--- src/rtl/hazard_sched.sv ---
// -----------------------------------------------------------------------------
// hazard_sched
//
// Hazard scheduler for a five-stage pipeline. It keeps compact records of the
// instructions in E, M and W and uses them to decide two things:
//   * whether the instruction in D must stall. This happens when an operand it
//     needs is not ready in time, or when it touches a busy mult/div unit.
//   * where each stage should take its GRF operands from. The choice is the
//     register file / stage register, or a younger pipeline result.
//
// A stall freezes F/D and pushes a bubble into E. M and W always advance, so
// every outstanding producer drains on its own.
//
// Ports
//   clk                    pipeline clock, rising edge
//   reset                  synchronous reset, active low
//   d_valid                D holds a real instruction
//   d_rs, d_rt             D source register numbers
//   d_tuse_rs, d_tuse_rt   cycles until the operand is consumed (3 = unused)
//   d_dst                  D destination register (0 = no write)
//   d_tnew                 result latency at E entry (0 E, 1 M, 2 W)
//   d_md                   D instruction uses the mult/div unit
//   e_start, e_busy        mult/div start pulse and busy flag
//   stall                  freeze F/D, bubble E
//   D_GRF_r*_ForwardSrc    0 GRF, 1 M_CalcResult, 2 E_SetWordResult
//   E_GRF_r*_ForwardSrc    0 E reg, 1 W_RegData, 2 M_CalcResult
//   M_GRF_rt_ForwardSrc    0 M reg, 1 W_RegData
//   stall_cnt              saturating count of stalled cycles
// -----------------------------------------------------------------------------
module hazard_sched (
  input  logic        clk,
  input  logic        reset,
  input  logic        d_valid,
  input  logic [4:0]  d_rs,
  input  logic [4:0]  d_rt,
  input  logic [1:0]  d_tuse_rs,
  input  logic [1:0]  d_tuse_rt,
  input  logic [4:0]  d_dst,
  input  logic [1:0]  d_tnew,
  input  logic        d_md,
  input  logic        e_start,
  input  logic        e_busy,
  output logic        stall,
  output logic [1:0]  D_GRF_rs_ForwardSrc,
  output logic [1:0]  D_GRF_rt_ForwardSrc,
  output logic [1:0]  E_GRF_rs_ForwardSrc,
  output logic [1:0]  E_GRF_rt_ForwardSrc,
  output logic [1:0]  M_GRF_rt_ForwardSrc,
  output logic [15:0] stall_cnt
);

  localparam logic [1:0]  TUSE_NONE = 2'd3;
  localparam logic [4:0]  REG_ZERO  = 5'd0;
  localparam logic [15:0] CNT_MAX   = 16'hFFFF;

  // D forward select encodings
  localparam logic [1:0] D_SEL_GRF = 2'd0;
  localparam logic [1:0] D_SEL_M   = 2'd1;
  localparam logic [1:0] D_SEL_E   = 2'd2;
  // E forward select encodings
  localparam logic [1:0] E_SEL_REG = 2'd0;
  localparam logic [1:0] E_SEL_W   = 2'd1;
  localparam logic [1:0] E_SEL_M   = 2'd2;
  // M forward select encodings
  localparam logic [1:0] M_SEL_REG = 2'd0;
  localparam logic [1:0] M_SEL_W   = 2'd1;

  // ---------------------------------------------------------------------------
  // Stage records
  // ---------------------------------------------------------------------------
  logic [4:0]  e_rs_reg,   e_rs_next;
  logic [4:0]  e_rt_reg,   e_rt_next;
  logic [4:0]  e_dst_reg,  e_dst_next;
  logic [1:0]  e_tnew_reg, e_tnew_next;
  logic [4:0]  m_rt_reg,   m_rt_next;
  logic [4:0]  m_dst_reg,  m_dst_next;
  logic [1:0]  m_tnew_reg, m_tnew_next;
  logic [4:0]  w_dst_reg,  w_dst_next;
  logic [15:0] stall_cnt_reg, stall_cnt_next;

  // ---------------------------------------------------------------------------
  // Per-operand views. Index 0 is rs and index 1 is rt, so the two operand
  // paths come from a single generate body.
  // ---------------------------------------------------------------------------
  logic [4:0] d_src  [2];
  logic [1:0] d_tuse [2];
  logic [4:0] e_src  [2];
  logic [1:0] d_fwd  [2];
  logic [1:0] e_fwd  [2];

  logic [1:0] d_need;      // operand is actually consumed by D
  logic [1:0] d_e_hit;     // E record writes this D operand
  logic [1:0] d_m_hit;     // M record writes this D operand
  logic [1:0] d_haz;       // operand not ready in time
  logic [1:0] e_m_hit;     // M record writes this E operand
  logic [1:0] e_w_hit;     // W record writes this E operand

  logic data_stall;
  logic md_stall;
  logic e_load;

  assign d_src[0]  = d_rs;
  assign d_src[1]  = d_rt;
  assign d_tuse[0] = d_tuse_rs;
  assign d_tuse[1] = d_tuse_rt;
  assign e_src[0]  = e_rs_reg;
  assign e_src[1]  = e_rt_reg;

  genvar gi;
  generate
    for (gi = 0; gi < 2; gi++) begin : g_operand
      // Register 0 is hard-wired. Excluding it here means that bubbles
      // (dst = 0) never match any operand.
      assign d_need[gi]  = d_valid && (d_tuse[gi] != TUSE_NONE) && (d_src[gi] != REG_ZERO);
      assign d_e_hit[gi] = (d_src[gi] != REG_ZERO) && (e_dst_reg == d_src[gi]);
      assign d_m_hit[gi] = (d_src[gi] != REG_ZERO) && (m_dst_reg == d_src[gi]);

      // The result arrives later than the operand is consumed. Any producer
      // in flight can cause this, not only the nearest one.
      assign d_haz[gi] = d_need[gi] &&
                         ((d_e_hit[gi] && (e_tnew_reg > d_tuse[gi])) ||
                          (d_m_hit[gi] && (m_tnew_reg > d_tuse[gi])));

      // Only the nearest producer may forward. If that producer is not ready
      // yet, an older value further down the pipe is stale, so the select
      // falls back to GRF. The stall logic holds D until the value is ready.
      always_comb begin
        d_fwd[gi] = D_SEL_GRF;
        if (reset) begin
          if (d_e_hit[gi]) begin
            d_fwd[gi] = (e_tnew_reg == 2'd0) ? D_SEL_E : D_SEL_GRF;
          end else if (d_m_hit[gi]) begin
            d_fwd[gi] = (m_tnew_reg == 2'd0) ? D_SEL_M : D_SEL_GRF;
          end
        end
      end

      assign e_m_hit[gi] = (e_src[gi] != REG_ZERO) && (m_dst_reg == e_src[gi]) &&
                           (m_tnew_reg == 2'd0);
      assign e_w_hit[gi] = (e_src[gi] != REG_ZERO) && (w_dst_reg == e_src[gi]);

      // The younger M result wins over W.
      always_comb begin
        e_fwd[gi] = E_SEL_REG;
        if (reset) begin
          if (e_m_hit[gi]) begin
            e_fwd[gi] = E_SEL_M;
          end else if (e_w_hit[gi]) begin
            e_fwd[gi] = E_SEL_W;
          end
        end
      end
    end
  endgenerate

  // ---------------------------------------------------------------------------
  // Stall decision
  // ---------------------------------------------------------------------------
  assign data_stall = |d_haz;

  // The mult/div stall holds for as long as the unit reports activity. It has
  // no timeout: a long divide simply keeps D frozen.
  assign md_stall = d_valid && d_md && (e_busy || e_start);

  assign stall = reset && (data_stall || md_stall);

  assign D_GRF_rs_ForwardSrc = d_fwd[0];
  assign D_GRF_rt_ForwardSrc = d_fwd[1];
  assign E_GRF_rs_ForwardSrc = e_fwd[0];
  assign E_GRF_rt_ForwardSrc = e_fwd[1];

  always_comb begin
    M_GRF_rt_ForwardSrc = M_SEL_REG;
    if (reset && (m_rt_reg != REG_ZERO) && (w_dst_reg == m_rt_reg)) begin
      M_GRF_rt_ForwardSrc = M_SEL_W;
    end
  end

  assign stall_cnt = stall_cnt_reg;

  // ---------------------------------------------------------------------------
  // Next-state logic
  // ---------------------------------------------------------------------------
  assign e_load = !stall && d_valid;

  always_comb begin
    // E takes the D instruction, or a bubble when D stalls or is empty.
    e_rs_next   = e_load ? d_rs   : REG_ZERO;
    e_rt_next   = e_load ? d_rt   : REG_ZERO;
    e_dst_next  = e_load ? d_dst  : REG_ZERO;
    e_tnew_next = e_load ? d_tnew : 2'd0;

    // M and W advance every cycle. The remaining latency counts down by one
    // stage and stops at zero.
    m_rt_next   = e_rt_reg;
    m_dst_next  = e_dst_reg;
    m_tnew_next = (e_tnew_reg == 2'd0) ? 2'd0 : (e_tnew_reg - 2'd1);
    w_dst_next  = m_dst_reg;

    stall_cnt_next = stall_cnt_reg;
    if (stall && (stall_cnt_reg != CNT_MAX)) begin
      stall_cnt_next = stall_cnt_reg + 16'd1;
    end
  end

  // ---------------------------------------------------------------------------
  // State registers. Reset drops every pending producer.
  // ---------------------------------------------------------------------------
  always_ff @(posedge clk) begin
    if (!reset) begin
      e_rs_reg      <= REG_ZERO;
      e_rt_reg      <= REG_ZERO;
      e_dst_reg     <= REG_ZERO;
      e_tnew_reg    <= 2'd0;
      m_rt_reg      <= REG_ZERO;
      m_dst_reg     <= REG_ZERO;
      m_tnew_reg    <= 2'd0;
      w_dst_reg     <= REG_ZERO;
      stall_cnt_reg <= 16'd0;
    end else begin
      e_rs_reg      <= e_rs_next;
      e_rt_reg      <= e_rt_next;
      e_dst_reg     <= e_dst_next;
      e_tnew_reg    <= e_tnew_next;
      m_rt_reg      <= m_rt_next;
      m_dst_reg     <= m_dst_next;
      m_tnew_reg    <= m_tnew_next;
      w_dst_reg     <= w_dst_next;
      stall_cnt_reg <= stall_cnt_next;
    end
  end

endmodule

--- config.mk ---
export PLATFORM = sky130hd
export DESIGN_NAME = hazard_sched
export DESIGN_NICKNAME = d
export VERILOG_FILES = /design/src/rtl/hazard_sched.sv
export SDC_FILE = /design/constraint.sdc
export NUM_CORES = 1
export LEC_CHECK = 0
export CAP_MARGIN = 10
export CORE_MARGIN = 2
export CORE_UTILIZATION = 43
export DETAILED_ROUTE_END_ITERATION = 10
export PLACE_DENSITY_LB_ADDON = 0.1
export REMOVE_ABC_BUFFERS = 1
export SKIP_LAST_GASP = 1
export SYNTH_ARGS = -nofsm -noshare
export SYNTH_HDL_FRONTEND = slang
export SYNTH_SLANG_ARGS = --single-unit
--- constraint.sdc ---
create_clock -name clk -period 3.5 [get_ports clk]
set_input_delay 0.875 -clock clk [delete_from_list [all_inputs] [get_ports clk]]
set_output_delay 0.875 -clock clk [all_outputs]
set_load 0.01 [all_outputs]
==> flow_metrics.tcl, run 1 <==
set metrics [dict create \
    status "finished with violations" \
    failed_checks "negative setup slack" \
    powerDensity_nw_per_um2 327 \
    synth-edff-count 0 \
    clk_latency_ps 300 \
    root_buffer "clkbuf_8" \
    antenna_found_initial 0 \
    wl_per_cell_um 14.5 \
    crit_path_top_delay_cell "clkdlybuf4s50_1" \
    dr.pass1.iters 4 \
    cts_tree "built" \
    crit_type "input port to output port" \
    synth_area_per_cell_um2 8.98 \
    seqPwrFrac 0.496 \
    synth.distinct_cells 47 \
    critPathTopFamily "simple AND/OR/NAND/NOR gates" \
    synth_ff_type "dfxtp_1" \
    postSynthCellCount 301 \
    cts_hold_buffers 0 \
    vias 2309 \
    period_share 1.00 \
    slew_violations 0 \
    grt_max_degree 46 \
    track_usage 0.186 \
    crit_path_max_incr_delay_ps 470 \
    initialDrtViolationCount 84 \
    power_frac_comb 0.172 \
    synthTopCellsByCount "dfxtp_1, and2_1, xnor2_1" \
    worstReg2RegStart "m_tnew_reg[1]" \
    swShare 0.249 \
    hpwl_mm 4.60 \
    port_buffers 52 \
    core_area_um2 5990 \
    p_sw_w 0.000301 \
    rsz0062_at_grt "yes" \
    wirelength_mm 6.52 \
    crit_cells 8 \
    die-area_um2 6940 \
    required_ps 2620 \
    cts.clk_slew.worst_paths_ps 90 \
    p_leak_nw 1.57 \
    num_antenna_cells 0 \
    end_kind "output port" \
    synth_warnings 0 \
    dpl_worst_slack_ps -736 \
    hp-class "flop to flop" \
    yosysSeqAreaShare 0.370 \
    seq_area_um2 1000 \
    worstHoldStart "e_tnew_reg[0]" \
    multi_input_area_um2 1710 \
    timing.fmax_mhz 285 \
    cp_cell_sequence "clkdlybuf4s50_1 -> a21boi_2 -> o211ai_1 -> nor4b_2 -> a211oi_2 -> and2_4 -> nor2_2 -> buf_2" \
    yosysTopAreaCell "dfxtp_1" \
    finalHoldViolations 0 \
    setup_violations 1 \
    areaGrowthSynthToFinish_pct 37.0 \
    fin_nets 410 \
    min_path_cells 1 \
    ant_nets 0 \
    clk_path_buf_depth 2 \
    cts_sinks 50 \
    synth_most_common_cell "dfxtp_1" \
    p_int_w 0.000909 \
    startpoint_type "input port" \
    drc_errors 0 \
    async_reset_ff_frac 0 \
    overflow 0 \
    cap_violations 0 \
    synthesis.area_um2 2700 \
    netlist.area_leader.share 0.370 \
    layout-drive-gt1-share 0.179 \
    path_buf_inv 2 \
    reg2reg_depth 9 \
    period_needed_ps 3510 \
    peakVddDrop_uv 170 \
    fin_util 0.618 \
    cts_buffers 5 \
    fillers 527 \
    cp-startpoint "d_valid" \
    fp.dieH_um 83.3 \
    largest_reg_flops 16 \
    io_pins 54 \
    die_w_um 83.3 \
    ys_ff_latch 50 \
    grt_pass1_wl_mm 10.6 \
    placementRows 28 \
    htreeDepth 2 \
    place.gp.congestion 0.815 \
    cp_max_fo 2 \
    crit_arrival_ps 2630 \
    setup_slack_ps -9.10 \
    start_util 0.451 \
    synthTopCellsByArea "dfxtp_1, xnor2_1, and2_1, xor2_1, ha_1" \
    grt_pass1_vias 2193 \
    clock_power_share 0.332 \
    finalClockSkew_ps 5.98 \
    viasPerCell 5.14 \
]
final timing paths:
check	slack, ps	endpoint
worst max-delay path	-9	stall
worst min register to register	410	m_tnew_reg[0]
worst min-delay path	410	m_tnew_reg[0]
worst max register to register	970	stall_cnt[15]
what timing repair did:
| action | 4_1_cts | 5_1_grt |
|---|---|---|
| setup buffers | 1 | 0 |
| endpoints found under the hold margin | 0 | 0 |
| gates cloned | 0 | 1 |
| pin swaps | 5 | 10 |
| resized for setup | 34 | 23 |
| endpoints found under the setup margin | 8 | 5 |
through the flow:
stage / instance area [µm²] / power [W] / hold slack [ps] / setup TNS [ps] / std cells
floorplan: 2610 / 0.000700 / 392 / 0 / 284
global placement: 3440 / 0.000799 / 403 / -2580 / 439
detailed placement: 3440 / 0.000801 / 402 / -2650 / 439
CTS: 3570 / 0.00120 / 415 / -199 / 448
global route: 3700 / 0.00127 / 461 / -137 / 449
finish: 3700 / 0.00121 / 415 / -9.10 / 449
worst register-to-register path, stage by stage, from the launching register on:
cell      delay (ps)
dfxtp_1          390
ha_4             290
nor2b_2          130
o211ai_1         170
nor4b_2          440
a211oi_2         100
and2_4           160
buf_4            150
or4_1            510
a21oi_1          150
routing by layer:
| layer | global-route usage | share of wire | up-vias |
|---|---|---|---|
| met2 | 0.295 | 0.48 | 46 |
| li1 | - | - | 1170 |
| met4 | 0.0671 | 0.020 | 0 |
| met3 | 0.0338 | 0.035 | 10 |
| met1 | 0.252 | 0.47 | 1083 |
| met5 | 0 | 0 | - |
final cells by class:
| type | count | share of cell area |
|---|---|---|
| Timing Repair Buffer | 82 | 0.205 |
| Sequential cell | 50 | 0.270 |
| Clock inverter | 2 | 0.0101 |
| Tap cell | 75 | 0.0253 |
| Inverter | 9 | 0.00912 |
| Clock buffer | 6 | 0.0196 |
| Multi-Input combinational cell | 225 | 0.461 |
power by group through the flow:
stage	clock, W	combinational (W)	sequential (W)
floorplan	0	0.0000907	0.000609
global placement	0	0.000185	0.000613
detailed placement	0	0.000188	0.000613
CTS	0.000414	0.000190	0.000600
global route	0.000438	0.000229	0.000603
finish	0.000401	0.000208	0.000600
cells in the final DEF (no fill, tap or decap), types with 2 or more instances in the layout:
cell type	Yosys	final
a2111oi_4	1	2
a21oi_1	10	8
a21oi_2	0	2
and2_1	35	34
and3_1	6	6
and4_1	2	2
buf_2	5	3
buf_4	1	28
clkbuf_8	0	5
clkdlybuf4s50_1	0	32
dfxtp_1	50	50
dlygate4sd2_1	0	10
dlymetal6s2s_1	0	6
ha_1	10	6
ha_4	0	4
inv_1	9	7
inv_2	0	2
mux2i_1	9	9
nand2_1	23	23
nand2b_1	10	10
nand3_1	6	6
nand4_1	12	12
nor2_1	12	10
nor2_2	0	2
nor3_1	6	5
nor4_1	8	8
o21ai_0	3	3
or4_1	4	4
xnor2_1	30	30
xor2_1	15	14
logic make-up (layout without fill, tap and decap cells):
group                      count (synthesis)  after routing  share of synthesized area
buffers and inverters                     26             99                     0.0454
adders and majority gates                 10             10                     0.0463
other                                      1              1                    0.00139
xor gates and xnor gates                  45             45                      0.146
and+or+nand+nor                          135            135                      0.285
AOI/OAI and AO/OA                         25             25                     0.0722
DFF                                       50             50                      0.370
muxes                                      9              9                     0.0333
(Power assumes the default switching activity.)
==> run 2: changes to the inputs <==
DONT_BUFFER_PORTS = 1   (was not set)
GPL_ROUTABILITY_DRIVEN = 1   (was not set)
clock period = 3.8 ns   (was 3.5 ns; I/O delays follow)
==> run 2 against run 1 <==
- setup slack improved by 390 ps
- via count decreased by 15%
- combinational power decreased by 51%
- sequential share of layout area increased by 8.0 points
- routed wire length decreased by 12%
- design area decreased by 23%
- count of clock-buffer cells in the layout decreased by 1
- largest cell class unchanged
- non-clock buffer count decreased by 80
- the flow now finishes without violations
- flip-flop and latch count unchanged
- critical path depth decreased by 2
- power decreased by 8.9%
==> flow_metrics.tcl, run 2 (synthesis gave the netlist of run 1 again) <==
set metrics [dict create \
    areaGrowthSynthToFinish_pct 5.83 \
    cap_violations 0 \
    startpoint_type "input port" \
    period_needed_ps 3420 \
    grt_pass1_wl_mm 9.88 \
    crit_arrival_ps 2470 \
    p_int_w 0.000851 \
    largest_reg_flops 16 \
    cts_tree "built" \
    cts.clk_slew.worst_paths_ps 100 \
    core_area_um2 5990 \
    crit_path_max_incr_delay_ps 550 \
    htreeDepth 2 \
    fin_area_um2 2860 \
    required_ps 2850 \
    placementRows 28 \
    cts_buffers 5 \
    io_pins 54 \
    min_path_cells 1 \
    relSlewSlack 0.591 \
    finalClockSkew_ps 12.7 \
    finalHoldViolations 0 \
    place.gp.congestion 0.908 \
    wirelength_mm 5.72 \
    num_antenna_cells 0 \
    end_kind "output port" \
    fillers 584 \
    cp_cell_sequence "inv_1 -> ha_1 -> a2111oi_0 -> o2111ai_2 -> and2_1 -> nor2_1" \
    crit_type "input port to output port" \
    clock_power_share 0.406 \
    period_share 0.900 \
    seq_area_um2 1000 \
    worstMarginPinSlew_ps 607 \
    track_usage 0.174 \
    final_common_cell "dfxtp_1" \
    reg2reg_depth 8 \
    antenna_found_initial 0 \
    grt_max_degree 47 \
    stdcell_count 369 \
    layout-drive-gt1-share 0.0578 \
    grt_pass1_vias 1962 \
    hpwl_mm 4.32 \
    cts_sinks 50 \
    dp_cells 361 \
    place_area_um2 2720 \
    wl_per_cell_um 15.5 \
    clk_latency_ps 300 \
    dr.pass1.iters 4 \
    fin_tns_setup_ps 0 \
    rsz0062_at_grt "no" \
    start_util 0.451 \
    port_buffers 0 \
    die-area_um2 6940 \
    crit_path_top_delay_cell "a2111oi_0" \
    p_sw_w 0.000252 \
    vias 1973 \
    fin_nets 330 \
    hp-class "flop to flop" \
    drc_errors 0 \
    p_leak_nw 1.16 \
    swShare 0.228 \
    die_w_um 83.3 \
    setup_violations 0 \
    cp_max_fo 3 \
    ant_nets 0 \
    final_cell_mix "dfxtp_1, and2_1, xnor2_1, nand2_1, xor2_1" \
    seqPwrFrac 0.502 \
    power_frac_comb 0.092 \
    cts_hold_buffers 0 \
    initialDrtViolationCount 77 \
    status "finished, final reports clean" \
    slew_violations 0 \
    timing.fmax_mhz 292 \
    fin_util 0.477 \
    peakVddDrop_uv 214 \
    overflow 0 \
    fp.dieH_um 83.3 \
    viasPerCell 5.35 \
    powerDensity_nw_per_um2 385 \
    cts_setup_buffers 0 \
    root_buffer "clkbuf_8" \
    cts.repair.resized 0 \
    multi_input_area_um2 1580 \
    clk_path_buf_depth 2 \
]
[run 2: changes by cell type in the layout (fill, tap and decap cells not counted), sizes merged]
cell | before | now
clkdlybuf4s50 | 32 | 0
clkbuf | 8 | 5
bufinv | 1 | 2
dlymetal6s2s | 6 | 0
buf | 32 | 2
dlygate4sd2 | 10 | 0
clkinv | 0 | 1
clkinvlp | 1 | 0
[run 2: final timing paths]
| check | startpoint | end | slack [ps] |
|---|---|---|---|
| setup / recovery | d_tuse_rt[1] | stall | 380 |
| hold / removal | e_tnew_reg[0] | m_tnew_reg[0] | 440 |
| setup reg to reg | m_dst_reg[3] | stall_cnt[15] | 1280 |
| hold reg to reg | e_tnew_reg[0] | m_tnew_reg[0] | 440 |
[run 2: per-stage QoR]
| step | setup WS (ps) | hold slack [ps] | total power (W) |
|---|---|---|---|
| 3_5_place_dp | 383 | 424 | 0.000668 |
| 4_1_cts | 364 | 441 | 0.00112 |
| 6_report | 380 | 440 | 0.00110 |
| 3_3_place_gp | 375 | 439 | 0.000666 |
| 5_1_grt | 265 | 459 | 0.00116 |
| 2_1_floorplan | 499 | 392 | 0.000645 |
[run 2: power groups by stage]
stage          Sequential (W)  Clock [W]  Combinational [W]
2_1_floorplan        0.000561          0          0.0000836
3_3_place_gp         0.000566          0           0.000100
3_5_place_dp         0.000566          0           0.000101
4_1_cts              0.000554   0.000460           0.000102
5_1_grt              0.000556   0.000488           0.000117
6_report             0.000553   0.000448           0.000101
[run 2: cell type report]
class,instances,share of cell area
Sequential cell,50,0.350
Multi-Input combinational cell,225,0.552
Tap cell,75,0.0328
Timing Repair Buffer,2,0.00525
Inverter,9,0.0118
Clock inverter,3,0.0241
Clock buffer,5,0.0241
[run 2: per-layer routing]
metal / share of wire / GRT usage / vias up
li1: - / - / 1002
met4: 0.0080 / 0.0462 / 0
met3: 0.054 / 0.0487 / 4
met5: 0 / 0 / -
met1: 0.48 / 0.236 / 923
met2: 0.46 / 0.273 / 44
[run 2: worst max-delay path: cells and delay by family]
| kind | cells | cell delay [ps] |
|---|---|---|
| compound gates | 2 | 740 |
| simple gates | 2 | 440 |
| fa+ha+maj | 1 | 300 |
| buf+inv | 1 | 40 |
==> run 3: changes to the inputs <==
CTS_CLUSTER_SIZE = 10   (was not set)
==> results of run 3 <==
Final layout, timing and power as in run 2 (identical DEF).
